===== src/rtl/fetch_pkg.sv =====
// Shared definitions for the fetch path: default widths, program entry points
// and the sequencer state encoding.
package fetch_pkg;

  localparam int unsigned PcW      = 11;
  localparam int unsigned OffW     = 8;
  localparam int unsigned NumProgs = 3;

  // Program i lives at slice [i*PcW +: PcW].
  localparam logic [NumProgs*PcW-1:0] DefaultProgBase = {11'd512, 11'd256, 11'd0};

  typedef enum logic [1:0] {
    StIdle = 2'd0,
    StHold = 2'd1,
    StRun  = 2'd2,
    StDone = 2'd3
  } state_e;

  function automatic int unsigned sel_width(input int unsigned n);
    return (n > 1) ? $clog2(n) : 1;
  endfunction

endpackage


===== src/rtl/ret_stack.sv =====
// Return-address LIFO for call/return; dout always presents the current top.
module ret_stack #(
  parameter int unsigned DEPTH = 4,
  parameter int unsigned WIDTH = 11
) (
  input  logic             Clk,
  input  logic             Reset,
  input  logic             clear,
  input  logic             push,
  input  logic             pop,
  input  logic [WIDTH-1:0] din,
  output logic [WIDTH-1:0] dout,
  output logic             full,
  output logic             empty
);

  localparam int unsigned CntW = $clog2(DEPTH + 1);
  localparam int unsigned IdxW = (DEPTH > 1) ? $clog2(DEPTH) : 1;

  logic [WIDTH-1:0] mem_q [DEPTH];
  logic [CntW-1:0]  cnt_q;
  logic [CntW-1:0]  top_ptr;

  assign full    = (cnt_q == CntW'(DEPTH));
  assign empty   = (cnt_q == '0);
  assign top_ptr = cnt_q - CntW'(1);
  assign dout    = empty ? '0 : mem_q[top_ptr[IdxW-1:0]];

  always_ff @(posedge Clk) begin
    if (Reset || clear) begin
      cnt_q <= '0;
    end else if (push && !full) begin
      mem_q[cnt_q[IdxW-1:0]] <= din;
      cnt_q                  <= cnt_q + CntW'(1);
    end else if (pop && !empty) begin
      cnt_q <= cnt_q - CntW'(1);
    end
  end

endmodule


===== src/rtl/fetch_sequencer.sv =====
// Program-counter sequencer: program select, relative/absolute branches,
// call/return via ret_stack, and a run/halt state machine.
module fetch_sequencer
  import fetch_pkg::*;
#(
  parameter int unsigned                 PC_W        = PcW,
  parameter int unsigned                 OFF_W       = OffW,
  parameter int unsigned                 NUM_PROGS   = NumProgs,
  parameter logic [NUM_PROGS*PC_W-1:0]   PROG_BASE   = DefaultProgBase,
  parameter int unsigned                 STACK_DEPTH = 4,
  parameter int unsigned                 PSEL_W      = sel_width(NUM_PROGS)
) (
  input  logic                    Clk,
  input  logic                    Reset,
  input  logic                    Start,
  input  logic [PSEL_W-1:0]       ProgSel,
  input  logic                    BranchRelEn,
  input  logic                    ALU_flag,
  input  logic signed [OFF_W-1:0] Target,
  input  logic                    BranchAbsEn,
  input  logic [PC_W-1:0]         AbsTarget,
  input  logic                    CallEn,
  input  logic                    RetEn,
  input  logic                    HaltEn,
  output logic [PC_W-1:0]         ProgCtr,
  output logic                    Running,
  output logic                    Done,
  output logic                    StackErr
);

  state_e          state_q, state_d;
  logic [PC_W-1:0] pc_q, pc_d;
  logic [PC_W-1:0] base, pc_inc, rel_ext, stk_top;
  logic            err_q, err_d;
  logic            running_q, done_q;
  logic            push, pop, clear, full, empty;

  assign pc_inc  = pc_q + PC_W'(1);
  assign rel_ext = PC_W'(Target);

  // Out-of-range selects fall back to program 0.
  always_comb begin
    base = PROG_BASE[0 +: PC_W];
    for (int i = 1; i < int'(NUM_PROGS); i++) begin
      if (ProgSel == PSEL_W'(i)) base = PROG_BASE[i*PC_W +: PC_W];
    end
  end

  always_comb begin
    state_d = state_q;
    pc_d    = pc_q;
    err_d   = err_q;
    push    = 1'b0;
    pop     = 1'b0;
    clear   = 1'b0;

    if (Start) begin
      state_d = StHold;
      pc_d    = base;
      err_d   = 1'b0;
      clear   = 1'b1;
    end else begin
      unique case (state_q)
        StIdle: ;
        StHold: state_d = StRun;
        StDone: ;
        StRun: begin
          if (HaltEn) begin
            state_d = StDone;
          end else if (RetEn) begin
            if (!empty) begin
              pc_d = stk_top;
              pop  = 1'b1;
            end else begin
              pc_d  = pc_inc;
              err_d = 1'b1;
            end
          end else if (CallEn) begin
            if (!full) begin
              pc_d = AbsTarget;
              push = 1'b1;
            end else begin
              pc_d  = pc_inc;
              err_d = 1'b1;
            end
          end else if (BranchAbsEn) begin
            pc_d = AbsTarget;
          end else if (BranchRelEn && ALU_flag) begin
            pc_d = pc_q + rel_ext;
          end else begin
            pc_d = pc_inc;
          end
        end
        default: state_d = StIdle;
      endcase
    end
  end

  always_ff @(posedge Clk) begin
    if (Reset) begin
      state_q   <= StIdle;
      pc_q      <= '0;
      err_q     <= 1'b0;
      running_q <= 1'b0;
      done_q    <= 1'b0;
    end else begin
      state_q   <= state_d;
      pc_q      <= pc_d;
      err_q     <= err_d;
      running_q <= (state_d == StRun);
      done_q    <= (state_d == StDone);
    end
  end

  ret_stack #(
    .DEPTH (STACK_DEPTH),
    .WIDTH (PC_W)
  ) u_ret_stack (
    .Clk   (Clk),
    .Reset (Reset),
    .clear (clear),
    .push  (push),
    .pop   (pop),
    .din   (pc_inc),
    .dout  (stk_top),
    .full  (full),
    .empty (empty)
  );

  assign ProgCtr  = pc_q;
  assign Running  = running_q;
  assign Done     = done_q;
  assign StackErr = err_q;

endmodule

===== config.mk =====
export PLATFORM = sky130hd
export DESIGN_NAME = fetch_sequencer
export DESIGN_NICKNAME = d
export VERILOG_FILES = /design/src/rtl/fetch_pkg.sv /design/src/rtl/ret_stack.sv /design/src/rtl/fetch_sequencer.sv
export SDC_FILE = /design/constraint.sdc
export NUM_CORES = 1
export LEC_CHECK = 0
export CAP_MARGIN = 5
export CELL_PAD_IN_SITES_DETAIL_PLACEMENT = 1
export CELL_PAD_IN_SITES_GLOBAL_PLACEMENT = 1
export CORE_MARGIN = 2
export CORE_UTILIZATION = 30
export DETAILED_ROUTE_END_ITERATION = 7
export PLACE_DENSITY = 0.67
export SLEW_MARGIN = 10
export SYNTH_ARGS = -nofsm -noshare
export SYNTH_HDL_FRONTEND = slang
export SYNTH_SLANG_ARGS = --single-unit

===== constraint.sdc =====
create_clock -name Clk -period 3.05 [get_ports Clk]
set_input_delay 0.61 -clock Clk [delete_from_list [all_inputs] [get_ports Clk]]
set_output_delay 0.61 -clock Clk [all_outputs]
set_load 0.005 [all_outputs]

# Word level (Yosys, flattened, before mapping)
# Memory sizes are Yosys's and may differ from the RTL's.
# Cells that the tools add are included.
# totals
ff_bits	19
ramBits	44
inputBits	30
elab_cells	70
n_memories	1
# op_classes
addsub	4
eq_ne	9
muxes	35
n_bitwise	1
reduce_logical	14
# mem_list
name	depth	word_bits	read_ports	rd_clocked_by_memory_dff	write_ports	line_no	source
u_ret_stack.mem_q	4	11	1	0	1	ret_stack.sv:20	logic [WIDTH-1:0] mem_q [DEPTH];
# ops
cell	count
two-way mux 11 bit	10
two-way mux 1 bit	19
adder 11 x 1 -> 11 bit, second input constant	1
adder 11 bit	1
two-way mux 9 bit	1
equality test 2 bit, second input constant	4
nonzero test 2 bit	4
two-way mux 3 bit	2
AND reduction 5 bit	1
equality test 2 x 1 -> 1 bit, second input constant	2
two-way mux 2 bit	2
case mux 2 bit (2 select lines)	1
adder 3 x 1 -> 3 bit, second input constant	1
equality test 3 bit, second input constant	1
logical AND 1 bit	3
logical NOT 3 bit	1
subtractor 3 x 1 -> 3 bit, second input constant	1
logical NOT 1 bit	2
inequality test 2 x 1 -> 1 bit, second input constant	1
inequality test 2 bit, second input constant	1
AND reduction 2 bit	1
OR reduction 2 bit	1
logical OR 1 bit	1
NOT 1 bit	1

# Longest topological paths before layout
# Gate-level depths: netlist of the first run.
# logic_depth
word_depth	11
mapped_depth	9
mapped_depth_nobuf	8

# Modules after synthesis
# A second synthesis of the first run with hierarchy kept.
# hier_totals
hier_cells	369
hier_area_um2	4046.4
# by_module_without_submodules
module	n_inst	cells_each	area_per_inst_um2	seq_area_each_um2
ret_stack	1	111	2067.0	1381.3
fetch_sequencer	1	258	1979.4	320.3

# Least setup slack after synthesis of the first run
# Ideal clock, no wire load.
# synth_timing
path_type	reg2reg
startpoint	register u_ret_stack.cnt_q[0]
endpoint	memory u_ret_stack.mem_q[3][0], enable pin
setup_time_ps	408
arrival_time_ps	2427
setup_slack_ps	215
stages_incl_launch_ff	7
n_path_buf	1
synth_period_minus_slack_ps	2835
cell_sequence	dfxtp_1 -> buf_6 -> inv_1 -> ha_1 -> nand2_1 -> nand2_1 -> nor4_1
# synth_via
elab_chain_cells	11
elab_cells_between_ends	12
classes_between	1 x eq/ne; 9 x mux; 2 x reduce/logical
# synth_lines
element	line_no	source
from (decl)	ret_stack.sv:21	logic [CntW-1:0] cnt_q;
from (signal assigned)	ret_stack.sv:34	cnt_q <= cnt_q + CntW'(1);
from (signal assigned)	ret_stack.sv:36	cnt_q <= cnt_q - CntW'(1);
equality test 3 bit	ret_stack.sv:24	assign full = (cnt_q == CntW'(DEPTH));
two-way mux 1 bit	fetch_sequencer.sv:79	if (!full) begin
two-way mux 1 bit	fetch_sequencer.sv:78	end else if (CallEn) begin
two-way mux 1 bit	fetch_sequencer.sv:70	end else if (RetEn) begin
two-way mux 1 bit	fetch_sequencer.sv:68	if (HaltEn) begin
two-way mux 1 bit	fetch_sequencer.sv:63	unique case (state_q)
two-way mux 1 bit	fetch_sequencer.sv:57	if (Start) begin
logical AND 1 bit	ret_stack.sv:32	end else if (push && !full) begin
two-way mux 1 bit	ret_stack.sv:32	
two-way mux 1 bit	ret_stack.sv:30	if (Reset || clear) begin
two-way mux 1 bit (implied by the code)	ret_stack.sv:33	mem_q[cnt_q[IdxW-1:0]] <= din;
to (decl)	ret_stack.sv:20	
# Several ways; a longest one is shown, not always the timed one.

# Worst setup path after layout of the first run
# layout_timing
startpoint	input Target[0]
endpoint	register pc_q[10] (netlist: ProgCtr[10])
# layout_via
elab_chain_cells	8
# layout_lines
element	line_no	source
from (decl)	fetch_sequencer.sv:19	input logic signed [OFF_W-1:0] Target,
adder 11 bit	fetch_sequencer.sv:89	pc_d = pc_q + rel_ext;
two-way mux 11 bit	fetch_sequencer.sv:88	end else if (BranchRelEn && ALU_flag) begin
two-way mux 11 bit	fetch_sequencer.sv:86	end else if (BranchAbsEn) begin
two-way mux 11 bit	fetch_sequencer.sv:78	
two-way mux 11 bit	fetch_sequencer.sv:70	
two-way mux 11 bit	fetch_sequencer.sv:68	
two-way mux 11 bit	fetch_sequencer.sv:63	
two-way mux 11 bit	fetch_sequencer.sv:57	
to (signal assigned)	fetch_sequencer.sv:108	pc_q <= pc_d;
to (decl)	fetch_sequencer.sv:32	logic [PC_W-1:0] pc_q, pc_d;
# No other way between the ends. The select of a mux whose other input is x is not followed.
# A chain may end at the register's enable or synchronous reset.

==> flow_summary.yaml, run 1 <==
status:
  status: "completed"
timing:
  finClkSkew_ps: 7.98
  period_needed_ps: 2670
  worst_slew_pin_slew_ps: 691
  slew_viol_final: 0
  fin_tns_setup_ps: 0
  fin_crit_sh: 0.875
  slew_headroom: 0.536
  setup_violations: 0
  hold_violations: 0
  rsz0062_at_grt: "false"
  fmax_mhz: 375
power:
  power.share.combinational: 0.085
  p_sw_uw: 492
  p_clk_frac: 0.499
  power.internal_mw: 1.71
  swShare: 0.223
  p_seq_frac: 0.417
  max-vdd-ir-drop_mv: 0.239
  cellPowerDensity_mw_per_mm2: 476
  leakage_nw: 1.71
min_path:
  hold_class: "flop to flop"
  hold_depth: 2
synth:
  synth_area_mm2: 0.00364
  synth.largest_area_cell: "edfxtp_1"
  postSynth.asyncResetShare: 0
  yosysMostFrequentCell: "edfxtp_1"
  synth_area_leaders: "edfxtp_1 36%, dfxtp_1 10%, ha_1 6.2%"
  synth_top_area_frac: 0.363
  ys_types: 63
  synth-edff-count: 44
  synth_nets: 377
  synth-seq-cells: 63
  ys.flop_type: "edfxtp_1"
  synth_warnings: 0
  syn_avg_cell_area_um2: 11.1
  seq_area_frac_synth: 0.467
  netlist_top_cells_count: "44 x edfxtp_1, 29 x a21oi_1, 27 x nor2_1"
  netlist_instances: 328
grt:
  grt_pass1_vias: 2930
  overflow: 0
  antenna_found_initial: 0
  track_usage: 0.168
  grt_max_degree: 18
  grt_first_pass_wirelength_mm: 16.5
drt:
  vias: 2846
  dr.pass1.iters: 4
  postRouteWirelength_mm: 10.6
  drt_iter0_markers: 103
  drc_errors: 0
  antenna_left: 0
  via_per_inst: 5.31
  wl_per_cell_um: 19.7
place:
  post-dp-hpwl_mm: 7.77
  gp_congestion: 0.817
  portBuffers: 43
clocking:
  ctsResizeCount: 0
  post_cts_buffers: 0
  clock_latency_ps: 330
  cts.sinks: 63
  cts_inserted_buffers: 9
  clockRootBuffer: "clkbuf_16"
  cts_tree: "yes"
  clockBufferDepth: 2
  path_clk_slew_ps: 60
  cts-hold-fix-buffers: 0
  htree_levels: 3
floorplanning:
  num_io_pins: 44
  core_area_mm2: 0.0119
  start_util: 0.306
  die_w_um: 114
  core.rowCount: 40
  die_area_mm2: 0.0130
  dieHeight_um: 114
setup_path:
  cp-end-kind: "flop"
  cp_top_family: "compound AO/OA/AOI/OAI gates"
  rr_worst_depth: 8
  worst-setup-path-type: "input port to flop"
  startpoint_type: "input port"
  crit_slowest_cell: "fa_1"
  path_cells: "clkdlybuf4s50_1, ha_1, fa_1, a21oi_1, o211ai_2, o221ai_1, xor2_1, o211ai_1, a22o_1"
  crit_fanout: 3
  path_depth: 9
  worstPathArrival_ps: 2890
  required_ps: 3270
  cpPeakStageDelay_ps: 420
  path_buf_inv: 1
layout:
  multiInputGateArea_mm2: 0.00182
  diodes: 0
  nFillCells: 1315
  final_util: 0.389
  seqCellArea_mm2: 0.00170
  drive_above_1_share: 0.131
  fin_nets: 433
  syn2layout_area_growth_pct: 27.3
job:
  drv_cap: 0
## per-stage QoR
step / instances / hold WS, ps / cell area [um2] / power, mW / setup slack [ps]
6_report: 536 / 474 / 4640 / 2.21 / 381
5_1_grt: 536 / 498 / 4640 / 2.27 / 192
4_1_cts: 536 / 480 / 4640 / 2.23 / 384
3_5_place_dp: 520 / 463 / 4320 / 1.12 / 43.3
3_3_place_gp: 520 / 470 / 4320 / 1.12 / 117
2_1_floorplan: 328 / 460 / 3640 / 1.03 / 215
## kinds of logic (layout without fill, tap and decap cells)
group                    Yosys count  in the layout  synth area share
AO/OA/AOI/OAI                     90             90             0.172
buffers and inverters             28             89            0.0347
adder cells (fa/ha/maj)           19             19            0.0673
AND/OR/NAND/NOR                   98             98             0.138
multiplexers                      12             12            0.0769
XOR/XNOR                          18             18            0.0433
flip-flops                        63             63             0.467
## final cells by class
type,instances,area share
multi-input combinational,237,0.393
sequential,63,0.367
tap,147,0.0397
clock inverter,6,0.0186
clock buffer,10,0.0494
inverter,14,0.0113
timing repair buffer,59,0.121
## worst reg2reg max path: stages, from the launching register on
cell and delay [ps]:
dfxtp_1 320, ha_1 210, fa_1 420, a21oi_1 260
o211ai_2 160, o221ai_1 230, xor2_1 230, o211ai_1 110
a22o_1 230
## placed cells by master (no fill, tap or decap), drive strengths merged, types with 3 or more instances in the layout
cell type	n
nand2	17
nor2b	4
o21bai	4
o221ai	4
nand2b	9
a31oi	3
a211o	3
o211ai	4
a211oi	5
and3	3
dfxtp	19
nor2	29
o21ai	11
xnor2	11
clkdlybuf4s50	43
a22o	4
clkbuf	10
o22ai	3
and2	10
ha	18
edfxtp	44
nor3	4
nand4	5
mux4	11
xor2	7
nand3	9
a21oi	29
inv	14
buf	16
a22oi	4
clkinv	3
o31ai	4
## layer usage
metal  part of all wire  track usage  routed length [um]
met2               0.47        0.269                4980
met1               0.47        0.224                5000
met4              0.026       0.0667                 274
met5                  0            0                   0
met3              0.028       0.0334                 296
## flip-flops by register name, indices dropped and copies added (netlist names)
register / cells
StackErr: 1
state_q: 2
u_ret_stack.cnt_q: 3
ProgCtr: 11
u_ret_stack.mem_q: 44
Done: 1
Running: 1
## worst paths after layout
path,slack (ps),start,end
hold / removal,470,StackErr,StackErr
setup / recovery,380,Target[0],ProgCtr[10]
hold reg to reg,470,StackErr,StackErr
setup reg to reg,760,ProgCtr[0],ProgCtr[10]
## power groups by stage
stage | registers, mW | clock network, mW | logic, mW
finish | 0.919 | 1.10 | 0.187
global route | 0.920 | 1.15 | 0.205
CTS | 0.919 | 1.12 | 0.187
global placement | 0.937 | 0 | 0.181
floorplan | 0.935 | 0 | 0.0973
detailed placement | 0.937 | 0 | 0.184
No activity file was read; power rests on OpenSTA's default activity.
==> inputs of run 2 (changes only) <==
--- a/config.mk
+++ b/config.mk
@@ -5,6 +5,7 @@
 export SDC_FILE = /design/constraint.sdc
 export NUM_CORES = 1
 export LEC_CHECK = 0
+export ABC_CLOCK_PERIOD_IN_PS = 3050
 export CAP_MARGIN = 5
 export CELL_PAD_IN_SITES_DETAIL_PLACEMENT = 1
 export CELL_PAD_IN_SITES_GLOBAL_PLACEMENT = 1
==> results of run 2 <==
No change in the layout: final DEF, timing and power equal those of run 1.
==> inputs of run 3 (changes only) <==
--- a/config.mk
+++ b/config.mk
@@ -12,7 +12,8 @@
 export CORE_MARGIN = 2
 export CORE_UTILIZATION = 30
 export DETAILED_ROUTE_END_ITERATION = 7
-export PLACE_DENSITY = 0.67
+export PLACE_DENSITY_LB_ADDON = 0.1
+export REMOVE_ABC_BUFFERS = 1
 export SLEW_MARGIN = 10
 export SYNTH_ARGS = -nofsm -noshare
 export SYNTH_HDL_FRONTEND = slang
==> run 3 against run 2 <==
Net effect: non-clock buffer count unchanged; combinational power about the same; clock power about the same; final cell count unchanged; largest power group unchanged; via count decreased by 1.3%; core utilization increased by 0.17 points; die area unchanged; highest routed layer unchanged; register-to-register slack got worse by 210 ps; clock skew increased by 5.6 ps.
==> flow_summary.yaml, run 3 (synthesis results as in run 1) <==
grt:
  grt.busiest_layer: "met2"
  antenna_found_initial: 0
  met2_usage: 0.285
  use_met1: 0.240
  grt_pass1_vias: 2909
  grt_max_degree: 18
  track_usage: 0.176
  use_met3: 0.0381
  grt_first_pass_wirelength_mm: 16.9
  overflow: 0
place:
  gp_congestion: 0.779
  dp.cells: 520
  post-dp-hpwl_mm: 8.04
  portBuffers: 43
timing:
  finClkSkew_ps: 13.5
  fin_tns_setup_ps: 0
  slew_viol_final: 0
  slew_headroom: 0.544
  fmax_mhz: 374
  period_needed_ps: 2670
  rsz0062_at_grt: "false"
  fin_crit_sh: 0.876
  setup_violations: 0
  hold_violations: 0
  worst_slew_pin_slew_ps: 680
floorplanning:
  core.rowCount: 40
  die_area_mm2: 0.0130
  dieHeight_um: 114
  start_util: 0.306
  num_io_pins: 44
  die_w_um: 114
  core_area_mm2: 0.0119
drt:
  postRouteWirelength_mm: 10.8
  drc_errors: 0
  wl_per_cell_um: 20.2
  drt_iter0_markers: 150
  via_per_inst: 5.24
  vias: 2808
  dr.pass1.iters: 4
  antenna_left: 0
setup_path:
  crit_fanout: 3
  required_ps: 3280
  crit_slowest_cell: "clkdlybuf4s50_1"
  worst-setup-path-type: "input port to flop"
  startpoint_type: "input port"
  worstPathArrival_ps: 2900
  cpPeakStageDelay_ps: 410
  cp-end-kind: "flop"
  path_cells: "clkdlybuf4s50_1, ha_1, fa_1, a21oi_1, o211ai_2, o221ai_1, xor2_1, o211ai_1, a22o_1"
layout:
  drive_above_1_share: 0.131
  fin_nets: 433
  nFillCells: 1327
  largest_reg_flops: 44
  final_cell_mix: "44 x edfxtp_1, 43 x clkdlybuf4s50_1, 29 x a21oi_1"
  syn2layout_area_growth_pct: 27.9
  layout_commonest_cell: "edfxtp_1"
  final_cell_count_no_fill: 536
  diodes: 0
clocking:
  cts.sinks: 63
  cts-hold-fix-buffers: 0
  cts_inserted_buffers: 9
  path_clk_slew_ps: 70
  clock_latency_ps: 340
  clockRootBuffer: "clkbuf_16"
  post_cts_buffers: 0
  htree_levels: 3
  clockBufferDepth: 2
  ctsResizeCount: 0
  cts_tree: "yes"
power:
  cellPowerDensity_mw_per_mm2: 480
  p_total_mw: 2.24
  max-vdd-ir-drop_mv: 0.283
  leakage_nw: 1.71
job:
  drv_cap: 0
min_path:
  hold_class: "flop to flop"
status:
  status: "completed"
==> run 3: cell count changes in the layout (fill, tap and decap cells not counted), sizes merged <==
cell	change
clkinv	-1
inv	+1
==> run 3: critical path: cells and delay by family <==
family | cells | cell delay, ps
compound gates | 5 | 990
fa+ha+maj | 2 | 640
buf+inv | 1 | 410
xor+xnor | 1 | 250
==> run 3: final cells by class <==
class	count	area, um2	share of cell area
clock inverter	6	93.8	0.0202
sequential	63	1700	0.365
clock buffer	10	229	0.0492
multi-input combinational	237	1820	0.391
tap	147	184	0.0395
timing repair buffer	59	576	0.124
inverter	14	52.6	0.0113
==> run 3: final timing paths <==
kind                   start     endpoint  slack [ps]  cells after the start
hold / removal      StackErr     StackErr         490                      2
setup reg to reg  ProgCtr[1]   ProgCtr[2]         550                      7
setup / recovery   Target[0]  ProgCtr[10]         380                      9
hold reg to reg     StackErr     StackErr         490                      2
==> run 3: layer usage <==
metal	up-vias	wire [um]
met4	0	68
met3	6	417
met1	1397	5120
met5	-	0
met2	49	5250
li1	1356	-
==> run 3: where the power goes <==
group / internal, mW / total [mW] / switching (mW)
Clock: 0.722 / 1.13 / 0.408
Sequential: 0.912 / 0.919 / 0.00637
Combinational: 0.0895 / 0.188 / 0.0984
==> run 3: stage by stage <==
step                      setup WS, ps  hold slack, ps  instance area (um2)   util
final                              379             487                 4660  0.391
after global routing               269             525                 4660  0.391
after CTS                          392             489                 4660  0.391
after detailed placement          33.9             472                 4330  0.364
after global placement            76.1             472                 4330  0.364
after floorplan                   24.7             460                 3570      -
